[config.mk]
export PLATFORM = sky130hd
export DESIGN_NAME = mdp_result_reader
export DESIGN_NICKNAME = d
export VERILOG_FILES = /design/src/rtl/mdp_pkg.sv /design/src/rtl/mdp_fp16_max.sv /design/src/rtl/mdp_result_reader.sv
export SDC_FILE = /design/constraint.sdc
export NUM_CORES = 2
export LEC_CHECK = 0
export ABC_AREA = 0
export CORE_MARGIN = 8
export CORE_UTILIZATION = 35
export CTS_CLUSTER_DIAMETER = 100
export DETAILED_ROUTE_END_ITERATION = 10
export SLEW_MARGIN = 25
export SYNTH_ARGS = -nofsm -noshare
export SYNTH_HDL_FRONTEND = slang
export SYNTH_SLANG_ARGS = --single-unit
[constraint.sdc]
create_clock -name clk -period 5.4 [get_ports clk]
set_input_delay 1.08 -clock clk [delete_from_list [all_inputs] [get_ports clk]]
set_output_delay 1.08 -clock clk [all_outputs]
set_load 0.05 [all_outputs]
[src/rtl/mdp_pkg.sv]
// -----------------------------------------------------------------------------
// mdp_pkg
// Shared definitions for the MDP solver result path.
//   - Grid bus geometry: MAX_CELLS, UTIL_W, POL_W, IDX_W
//   - Policy codes (Up/Down/Left/Right) and cell-type codes
//   - Result reader state enum
//   - fp16 constants and the fp16 ordering-key helper
// -----------------------------------------------------------------------------
package mdp_pkg;

    localparam int MAX_CELLS = 32;
    localparam int UTIL_W    = 16;
    localparam int POL_W     = 2;
    localparam int IDX_W     = $clog2(MAX_CELLS);

    // Policy codes carried on the policy bus
    localparam logic [POL_W-1:0] POL_UP    = 2'b00;
    localparam logic [POL_W-1:0] POL_DOWN  = 2'b01;
    localparam logic [POL_W-1:0] POL_LEFT  = 2'b10;
    localparam logic [POL_W-1:0] POL_RIGHT = 2'b11;

    // Grid cell-type codes
    localparam logic [1:0] CELL_EMPTY = 2'b00;
    localparam logic [1:0] CELL_POS   = 2'b01;
    localparam logic [1:0] CELL_NEG   = 2'b10;
    localparam logic [1:0] CELL_WALL  = 2'b11;

    // fp16 negative infinity: the identity for a running maximum
    localparam logic [UTIL_W-1:0] FP16_NEG_INF = 16'hFC00;

    typedef enum logic [1:0] {
        RD_IDLE   = 2'b00,
        RD_STREAM = 2'b01,
        RD_ACK    = 2'b10
    } rd_state_t;

    // Maps an fp16 value onto an unsigned key whose integer order matches the
    // floating-point order: negatives are bit-inverted, positives get the sign
    // bit set so they sort above every negative.
    function automatic logic [UTIL_W-1:0] fp16_key(input logic [UTIL_W-1:0] x);
        fp16_key = x[UTIL_W-1] ? ~x : (x ^ 16'h8000);
    endfunction

endpackage

[src/rtl/mdp_fp16_max.sv]
// -----------------------------------------------------------------------------
// mdp_fp16_max
// Combinational fp16 "strictly greater than" compare using the ordering key.
// A tie reports not-greater, so a running maximum keeps its earlier entry.
// Ports:
//   i_cand    - candidate fp16 value
//   i_cur     - current maximum fp16 value
//   o_greater - 1 when i_cand orders strictly above i_cur
// -----------------------------------------------------------------------------
module mdp_fp16_max
    import mdp_pkg::*;
(
    input  logic [UTIL_W-1:0] i_cand,
    input  logic [UTIL_W-1:0] i_cur,
    output logic              o_greater
);

    assign o_greater = (fp16_key(i_cand) > fp16_key(i_cur));

endmodule

[src/rtl/mdp_result_reader.sv]
// -----------------------------------------------------------------------------
// mdp_result_reader
// Host-side consumer of the MDP solver completion handshake. On MDP_done it
// snapshots the flat utility/policy buses and the grid size, streams one cell
// per valid/ready transfer tagged with index/row/column, then holds ack until
// MDP_done falls (four-phase handshake).
//
// Optional feature (macro MDP_READER_MAXUTIL_EN): tracks the maximum utility
// seen over the accepted beats and its index on max_util / max_index.
//
// Ports:
//   clk, Reset              - clock, synchronous active-high reset
//   MDP_done / ack          - solver handshake (ack held until MDP_done low)
//   cur_util, policy        - flat grid buses, cell i at [i*W +: W]
//   in_width, in_depth      - grid dimensions (cells = width*depth)
//   out_valid/out_ready     - per-cell stream handshake
//   out_index/row/col       - flat index and coordinates of the current beat
//   out_util/out_policy     - captured cell contents
//   out_last                - final beat of the grid
//   busy                    - not idle
//   err                     - sticky: last grid had an illegal cell count
//   max_util/max_index      - running maximum (macro builds only)
// -----------------------------------------------------------------------------
module mdp_result_reader
    import mdp_pkg::*;
(
    input  logic                        clk,
    input  logic                        Reset,
    input  logic                        MDP_done,
    output logic                        ack,
    input  logic [MAX_CELLS*UTIL_W-1:0] cur_util,
    input  logic [MAX_CELLS*POL_W-1:0]  policy,
    input  logic [7:0]                  in_width,
    input  logic [7:0]                  in_depth,
    output logic                        out_valid,
    input  logic                        out_ready,
    output logic [IDX_W-1:0]            out_index,
    output logic [7:0]                  out_row,
    output logic [7:0]                  out_col,
    output logic [UTIL_W-1:0]           out_util,
    output logic [POL_W-1:0]            out_policy,
    output logic                        out_last,
    output logic                        busy,
    output logic                        err
`ifdef MDP_READER_MAXUTIL_EN
    ,
    output logic [UTIL_W-1:0]           max_util,
    output logic [IDX_W-1:0]            max_index
`endif
);

    rd_state_t                   r_state;
    logic                        r_ack;
    logic                        r_out_valid;
    logic                        r_out_last;
    logic                        r_busy;
    logic                        r_err;
    logic [IDX_W-1:0]            r_index;
    logic [IDX_W-1:0]            r_last_index;
    logic [7:0]                  r_row;
    logic [7:0]                  r_col;
    logic [7:0]                  r_width;
    logic [UTIL_W-1:0]           r_out_util;
    logic [POL_W-1:0]            r_out_policy;
    logic [MAX_CELLS*UTIL_W-1:0] r_util_snap;
    logic [MAX_CELLS*POL_W-1:0]  r_pol_snap;

    logic [15:0]                 w_cell_count;
    logic                        w_count_bad;
    logic                        w_capture;
    logic                        w_fire;
    logic [IDX_W-1:0]            w_next_index;
    logic [IDX_W+4:0]            w_util_off;
    logic [IDX_W:0]              w_pol_off;

    // Full 16-bit product so oversized grids (up to 255*255) are caught.
    assign w_cell_count = {8'd0, in_width} * {8'd0, in_depth};
    assign w_count_bad  = (w_cell_count == 16'd0) || (w_cell_count > 16'(MAX_CELLS));
    assign w_capture    = (r_state == RD_IDLE) && MDP_done;
    assign w_fire       = r_out_valid && out_ready;
    assign w_next_index = r_index + IDX_W'(1);
    // Bit offsets of the next cell: index*16 for utility, index*2 for policy.
    assign w_util_off   = {w_next_index, 4'b0000};
    assign w_pol_off    = {w_next_index, 1'b0};

    // Reader FSM: capture, stream one cell per transfer, four-phase ack.
    always_ff @(posedge clk) begin
        if (Reset) begin
            r_state      <= RD_IDLE;
            r_ack        <= 1'b0;
            r_out_valid  <= 1'b0;
            r_out_last   <= 1'b0;
            r_busy       <= 1'b0;
            r_err        <= 1'b0;
            r_index      <= '0;
            r_last_index <= '0;
            r_row        <= 8'd0;
            r_col        <= 8'd0;
            r_width      <= 8'd0;
            r_out_util   <= '0;
            r_out_policy <= '0;
            r_util_snap  <= '0;
            r_pol_snap   <= '0;
        end else begin
            case (r_state)
                RD_IDLE: begin
                    if (w_capture) begin
                        r_util_snap  <= cur_util;
                        r_pol_snap   <= policy;
                        r_width      <= in_width;
                        // A count of MAX_CELLS truncates to 0 and wraps to MAX_CELLS-1.
                        r_last_index <= w_cell_count[IDX_W-1:0] - IDX_W'(1);
                        r_index      <= '0;
                        r_row        <= 8'd0;
                        r_col        <= 8'd0;
                        r_out_util   <= cur_util[UTIL_W-1:0];
                        r_out_policy <= policy[POL_W-1:0];
                        r_busy       <= 1'b1;
                        if (w_count_bad) begin
                            r_err       <= 1'b1;
                            r_ack       <= 1'b1;
                            r_out_valid <= 1'b0;
                            r_out_last  <= 1'b0;
                            r_state     <= RD_ACK;
                        end else begin
                            r_err       <= 1'b0;
                            r_out_valid <= 1'b1;
                            r_out_last  <= (w_cell_count == 16'd1);
                            r_state     <= RD_STREAM;
                        end
                    end
                end
                RD_STREAM: begin
                    if (w_fire) begin
                        if (r_out_last) begin
                            r_out_valid <= 1'b0;
                            r_out_last  <= 1'b0;
                            r_ack       <= 1'b1;
                            r_state     <= RD_ACK;
                        end else begin
                            r_index      <= w_next_index;
                            if (r_col == (r_width - 8'd1)) begin
                                r_col <= 8'd0;
                                r_row <= r_row + 8'd1;
                            end else begin
                                r_col <= r_col + 8'd1;
                            end
                            r_out_util   <= r_util_snap[w_util_off +: UTIL_W];
                            r_out_policy <= r_pol_snap[w_pol_off +: POL_W];
                            r_out_last   <= (w_next_index == r_last_index);
                        end
                    end
                end
                RD_ACK: begin
                    if (!MDP_done) begin
                        r_ack   <= 1'b0;
                        r_busy  <= 1'b0;
                        r_state <= RD_IDLE;
                    end
                end
                default: begin
                    r_state     <= RD_IDLE;
                    r_ack       <= 1'b0;
                    r_out_valid <= 1'b0;
                    r_out_last  <= 1'b0;
                    r_busy      <= 1'b0;
                end
            endcase
        end
    end

    assign ack        = r_ack;
    assign out_valid  = r_out_valid;
    assign out_last   = r_out_last;
    assign busy       = r_busy;
    assign err        = r_err;
    assign out_index  = r_index;
    assign out_row    = r_row;
    assign out_col    = r_col;
    assign out_util   = r_out_util;
    assign out_policy = r_out_policy;

`ifdef MDP_READER_MAXUTIL_EN
    logic              w_greater;
    logic [UTIL_W-1:0] r_max_util;
    logic [IDX_W-1:0]  r_max_index;

    mdp_fp16_max u_fp16_max (
        .i_cand    (r_out_util),
        .i_cur     (r_max_util),
        .o_greater (w_greater)
    );

    // Running maximum over accepted beats; a tie keeps the earlier (lower) index.
    always_ff @(posedge clk) begin
        if (Reset) begin
            r_max_util  <= FP16_NEG_INF;
            r_max_index <= '0;
        end else if (w_capture) begin
            r_max_util  <= FP16_NEG_INF;
            r_max_index <= '0;
        end else if (w_fire && w_greater) begin
            r_max_util  <= r_out_util;
            r_max_index <= r_index;
        end
    end

    assign max_util  = r_max_util;
    assign max_index = r_max_index;
`endif

endmodule

[After elaboration in Yosys (flattened, before gate mapping)]
Index checks and enable logic that the tools add are counted.
Operators by class
  add/sub/neg operators: 5
  $mul: 1
  order comparisons: 1
  equality and inequality tests: 12
  shift operators: 2
  muxes and demuxes: 46
  bitwise operators: 2
  reduce and logical (&&, ||, !) cells: 14
Operators with widths (number)
  variable part select 512 x 10 -> 16 bit: 1
  variable part select 64 x 7 -> 2 bit: 1
  2-to-1 mux 8 bit: 7
  2-to-1 mux 16 bit: 3
  case mux 16 bit (2 select lines): 1
  case mux 8 bit (2 select lines): 2
  adder 8 x 1 -> 8 bit, second input constant: 2
  equality test 16 x 1 -> 1 bit, second input constant: 1
  > comparator 16 x 6 -> 1 bit, second input constant: 1
  zero test 16 bit: 1
  multiplier 8 x 8 -> 16 bit: 1
  2-to-1 mux 2 bit: 8
  2-to-1 mux 1 bit: 15
  2-to-1 mux 5 bit: 3
  inequality test 2 bit, second input constant: 7
  case mux 1 bit (3 select lines): 4
  AND reduction 4 bit: 3
  case mux 5 bit (2 select lines): 1
  AND reduction 5 bit: 2
  equality test 8 bit: 1
  subtractor 8 x 1 -> 8 bit, second input constant: 1
  case mux 2 bit (3 select lines): 1
  AND reduction 3 bit: 2
  adder 5 x 1 -> 5 bit, second input constant: 1
  11 further kinds: 13
Storage, ports and cells
  bits in registers: 635
  bits of input ports: 596
  output and inout port bits: 44
  word-level logic and storage cells: 98

[Logic depth before layout (Yosys ltp)]
  depth after elaboration: 6
  depth in mapped cells: 18
  gate-level depth less buffers: 16

[Least setup slack after synthesis]
OpenSTA, ideal clock, no wires.
  path kind: input-to-reg
  start: input port in_width[4]
  end: register r_err, in the netlist err
  setup time: 0.115 ns
  data arrival time: 5.077 ns
  required time: 5.285 ns
  path slack: 0.208 ns
  stages: 17
  path buffers: 2
  cell sequence: clkbuf_1 > and2_1 > fa_1 > inv_1 > fa_1 > fa_1 > fa_1 > inv_1 > ha_1 > clkbuf_1 > a21oi_1 > o21ai_1 > a311o_1 > a32oi_1 > and4b_1 > nand4b_1 > o21a_1
On the way
  longest elaborated chain between the ends: 4
  elaborated cells on any way between the ends: 5
  classes of those cells: mul: 1; order compare: 1; mux: 1; reduce/logical: 2
RTL lines
  from (decl): line mdp_result_reader.sv:33  | input logic [7:0] in_width,
  multiplier 8 x 8 -> 16 bit *: line mdp_result_reader.sv:77  | assign w_cell_count = {8'd0, in_width} * {8'd0, in_depth};
  > comparator 16 x 6 -> 1 bit or zero test 16 bit (tied branches): line mdp_result_reader.sv:78  | assign w_count_bad = (w_cell_count == 16'd0) || (w_cell_count > 16'(MAX_CELLS));
  logical OR 1 bit *: line mdp_result_reader.sv:78
  2-to-1 mux 1 bit *: line mdp_result_reader.sv:119  | if (w_count_bad) begin
  to (signal assigned): line mdp_result_reader.sv:94  | r_err <= 1'b0;
  to (signal assigned): line mdp_result_reader.sv:120  | r_err <= 1'b1;
  to (signal assigned): line mdp_result_reader.sv:126  | r_err <= 1'b0;
  to (decl): line mdp_result_reader.sv:57  | logic r_err;
Mark *: on every way between the ends. The rest lies on a longest branch, timed or not.
A chain may end at the register's enable or synchronous reset.

[Worst setup path after layout]
  start: input port in_width[2]
  end: register r_state[1]
On the way
  longest elaborated chain between the ends: 6
  elaborated cells on any way between the ends: 7
  classes of those cells: mul: 1; order compare: 1; mux: 3; reduce/logical: 2
RTL lines
  multiplier 8 x 8 -> 16 bit *: line mdp_result_reader.sv:77
  > comparator 16 x 6 -> 1 bit or zero test 16 bit (tied branches): line mdp_result_reader.sv:78
  logical OR 1 bit *: line mdp_result_reader.sv:78
  2-to-1 mux 2 bit *: line mdp_result_reader.sv:119
  2-to-1 mux 2 bit *: line mdp_result_reader.sv:107  | if (w_capture) begin
  case mux 2 bit (3 select lines) *: line mdp_result_reader.sv:105  | case (r_state)
  to (signal assigned): line mdp_result_reader.sv:89  | r_state <= RD_IDLE;
  to (signal assigned): line mdp_result_reader.sv:124  | r_state <= RD_ACK;
  to (signal assigned): line mdp_result_reader.sv:129  | r_state <= RD_STREAM;
  to (decl): line mdp_result_reader.sv:52  | rd_state_t r_state;
Mark *: on every way between the ends. The rest lies on a longest branch, timed or not. The select of a mux whose other input is x is not followed.

==> impl_table.tex <==
\begin{tabular}{lr}
\hline
Metric & Value \\
\hline
\multicolumn{2}{l}{\textbf{Run status}} \\
Status & finished clean \\
\multicolumn{2}{l}{\textbf{Clocking}} \\
CTS clock-pin slew for the worst setup and hold paths & approximately 60 ps \\
H-tree depth & 3 \\
Number of sinks handled by clock tree synthesis & $\sim$640 \\
Hold buffer count at cts & 0 \\
Worst-case clock buffer depth & 3 \\
Clock latency on the worst-skew pair & 630 ps \\
Setup repair bufs after CTS & 0 \\
Root buffer cell & clkbuf\_16 \\
Number of CTS-inserted buffers & 74 \\
CTS tree & done \\
\multicolumn{2}{l}{\textbf{Die}} \\
Row count & between 100 and 150 \\
Initial core utilization & 0.351 \\
Top Ports & 640 \\
Core region area & between 80000 and 90000 um2 \\
Floorplan die height & 305 um \\
Die boundary width & a little over 300 um \\
Die footprint & a little over 90000 um2 \\
\multicolumn{2}{l}{\textbf{Global routing}} \\
Number of global-route vias before repair & 26.6k \\
Global-route wire length before repair & between 150 and 200 mm \\
GRT overflow & 0 \\
Number of antenna violations at the first check in global routing & 48 \\
Largest net degree at the start of global routing & approximately 190 \\
Total routing resource utilization after global routing & 0.230 \\
\multicolumn{2}{l}{\textbf{STA}} \\
Actual transition at the worst max-transition pin & 1110 ps \\
Final TNS setup & 0 ps \\
Skew final & 32.3 ps \\
Crit path time final & between 5000 and 6000 ps \\
Relative slew slack & 0.257 \\
Tcrit/Tclk final & 0.967 \\
Count of endpoints failing hold in the final timing report & 0 \\
Setup repair after global routing missed its margin & false \\
Maximum achievable frequency & about 190 MHz \\
Final setup violation count & 0 \\
Total count of max-transition violations in the final report & 0 \\
WHS & 450 ps \\
\multicolumn{2}{l}{\textbf{Power and ir drop}} \\
Leak Pwr & 14.6 nW \\
Power per unit of standard cell area & between 300 and 400 nW/um2 \\
Part of the total power dissipated in combinational logic & 0.198 \\
Sw frac & 0.280 \\
Int Power & slightly above 9 mW \\
Maximum vdd ir drop & 216 uV \\
Share of power burned in the clock network & 0.399 \\
Net Switching & between 3 and 4 mW \\
Portion of total power attributed to sequential cells & 0.403 \\
Total power consumption of the routed design & 12.8 mW \\
\multicolumn{2}{l}{\textbf{Worst setup path}} \\
Flop-to-flop setup slack & approximately 1600 ps \\
Capturing point of the worst reg2reg path & out\_policy[0] \\
Critical path launch point type & input port \\
Reg-to-Reg Start & out\_index[1] \\
Classification of the worst setup path & input port to flip-flop \\
Crit end category & flip-flop \\
Critical-path maximum fanout & 8 \\
R2r worst-path depth & 9 \\
Worst endpoint data arrival time & $\sim$5700 ps \\
Critical Path RT & 5860 ps \\
\multicolumn{2}{l}{\textbf{Synth}} \\
Distinct cell type count after synthesis & 60 \\
Dominant register cell in the synthesized netlist & dfxtp\_1 \\
Fraction of registers with async set/reset & 0 \\
Synthesized instance count & $\sim$3.6k \\
Number of enable-type register cells in the synthesized netlist & 0 \\
Total of flip-flops plus latches after synthesis & around 640 \\
Post-synthesis instance area & just under 30000 um2 \\
Syn. warnings & 0 \\
Mean Syn Cell Area & between 8 and 9 um2 \\
Portion of synthesized cell area occupied by the leading cell type & 0.434 \\
Biggest area contributors in the synthesized netlist & dfxtp\_1 (43\%), nand2\_1 (18\%), mux4\_2 (11\%) \\
Top-count cell post-synth & nand2\_1 \\
Number of nets produced by synthesis & between 4k and 5k \\
Most common library cells after synthesis & nand2\_1 (1376), dfxtp\_1 (635), a21oi\_1 (631), clkbuf\_1 (227), mux4\_2 (144) \\
Synth area leader & dfxtp\_1 \\
Proportion of synthesized chip area in sequential cells & 0.434 \\
\multicolumn{2}{l}{\textbf{Drt}} \\
DR vias & around 27k \\
Wire length on met2 & approximately 53 mm \\
Uppermost routed layer & met5 \\
Average vias per placed instance & about 5 \\
DRT antenna net count & 0 \\
Met3 wire length & about 8.1 mm \\
Final Routed Wirelength & approximately 110 mm \\
Number of remaining DRC errors & 0 \\
Detail-routed net length per standard cell & around 21 um \\
1st-pass router iterations & 7 \\
DRC marker count from the first detailed-route iteration & about 2.2k \\
M1 wire length & a little under 50 mm \\
\multicolumn{2}{l}{\textbf{Finish}} \\
Total area of multi-input combinational cells & $\sim$15000 um2 \\
Final Net Count & about 4.8k \\
Proportion of layout cells with a drive suffix above 1 & 0.0917 \\
Filler Cells Inserted & a little over 8k \\
Signed area change from the synthesized netlist to the final layout & 35.1\% \\
Area used by sequential logic in the layout & approximately 13000 um2 \\
\multicolumn{2}{l}{\textbf{Hold path}} \\
Number of instances on the worst hold path & 2 \\
Worst hold path class & flip-flop to flip-flop \\
End of the worst hold path & r\_util\_snap[456] \\
Beginning of the worst hold path & r\_util\_snap[456] \\
\multicolumn{2}{l}{\textbf{Place}} \\
\# port buffers & approximately 640 \\
GPL Wtd Cong & around 0.85 \\
HPWL after detailed placement & about 82 mm \\
\multicolumn{2}{l}{\textbf{Job}} \\
Number of max-cap violations & 0 \\
\hline
\end{tabular}
worst max path at each step:
stage,startpoint,end,slack (ps),cells past startpoint
2_1_floorplan,in_width[4],err,210,17
3_3_place_gp,in_width[4],r_state[1],-610,15
3_5_place_dp,in_width[3],r_state[1],-620,17
4_1_cts,in_depth[3],r_state[1],30,15
5_1_grt,in_width[1],r_state[1],7,16
6_report,in_width[2],r_state[1],180,16
timing repair:
item / in CTS / in global routing
cloned: 0 / 0
hold endpoints to repair: 0 / 0
gates resized for setup: 3 / 15
pin swaps: 0 / 5
endpoints found under the setup margin: 1 / 6
cell type report:
class                      instances  area share
timing repair buffer             731       0.185
clock buffer                     113      0.0567
multi-input combinational       2597       0.388
inverter                          58     0.00551
antenna                           41     0.00259
sequential                       635       0.322
clock inverter                    21     0.00642
tap                             1080      0.0342
power groups by stage:
| stage | sequential (mW) | combinational (mW) | clock (mW) |
|---|---|---|---|
| after global placement | 5.25 | 2.44 | 0 |
| after floorplan | 5.24 | 1.34 | 0 |
| after detailed placement | 5.26 | 2.47 | 0 |
| after global routing | 5.19 | 2.80 | 5.40 |
| after CTS | 5.16 | 2.49 | 5.20 |
| final | 5.16 | 2.53 | 5.11 |
layout by cell type (no fill, tap or decap), types with 41 or more instances in the layout:
master / instances
nand2_1: 1376
and2_1: 41
a21oi_1: 629
clkbuf_16: 76
nand3_1: 54
dfxtp_1: 634
diode_2: 41
inv_1: 58
buf_4: 74
mux4_2: 144
clkdlybuf4s50_1: 632
nor2_1: 50
layer usage:
layer,vias up,global-route usage
met3,160,0.0556
met4,18,0.0853
met1,13000,0.305
met5,-,0
li1,13100,-
met2,842,0.364
cell families (layout without fill, tap and decap cells):
group	Yosys count	after routing	share of synthesized area
xor+xnor	36	36	0.0113
compound gates	732	732	0.134
other cells	0	41	0
buf+inv	335	923	0.0469
fa+ha+maj	78	78	0.0426
simple gates	1606	1606	0.220
flops	635	635	0.434
mux	145	145	0.111
flip-flops by register name (all words and copies together), names as in the netlist, 5 cells and up:
name	count
out_util	16
r_width	8
out_row	8
out_col	8
out_index	5
r_pol_snap	64
r_last_index	5
r_util_snap	512
through the flow:
step	utilization	std cells	cell area (um2)	setup WS [ps]
2_1_floorplan	-	3567	29300	208
3_3_place_gp	0.443	5101	36900	-609
3_5_place_dp	0.443	5101	36900	-617
4_1_cts	0.473	5235	39400	28.2
5_1_grt	0.474	5265	39500	7.06
6_report	0.475	5276	39500	179
worst max-delay path, cell delays in order:
cell and delay (ps):
clkdlybuf4s50_1 470, buf_6 140, nand2_1 80, fa_1 560, fa_1 440, fa_1 510, fa_1 510, inv_1 50
ha_1 280, buf_4 160, a221oi_2 280, xnor2_1 110, a2111oi_1 350, and4b_1 270, and4b_2 280, o32ai_1 90
Power figures use the tool's default switching activity.
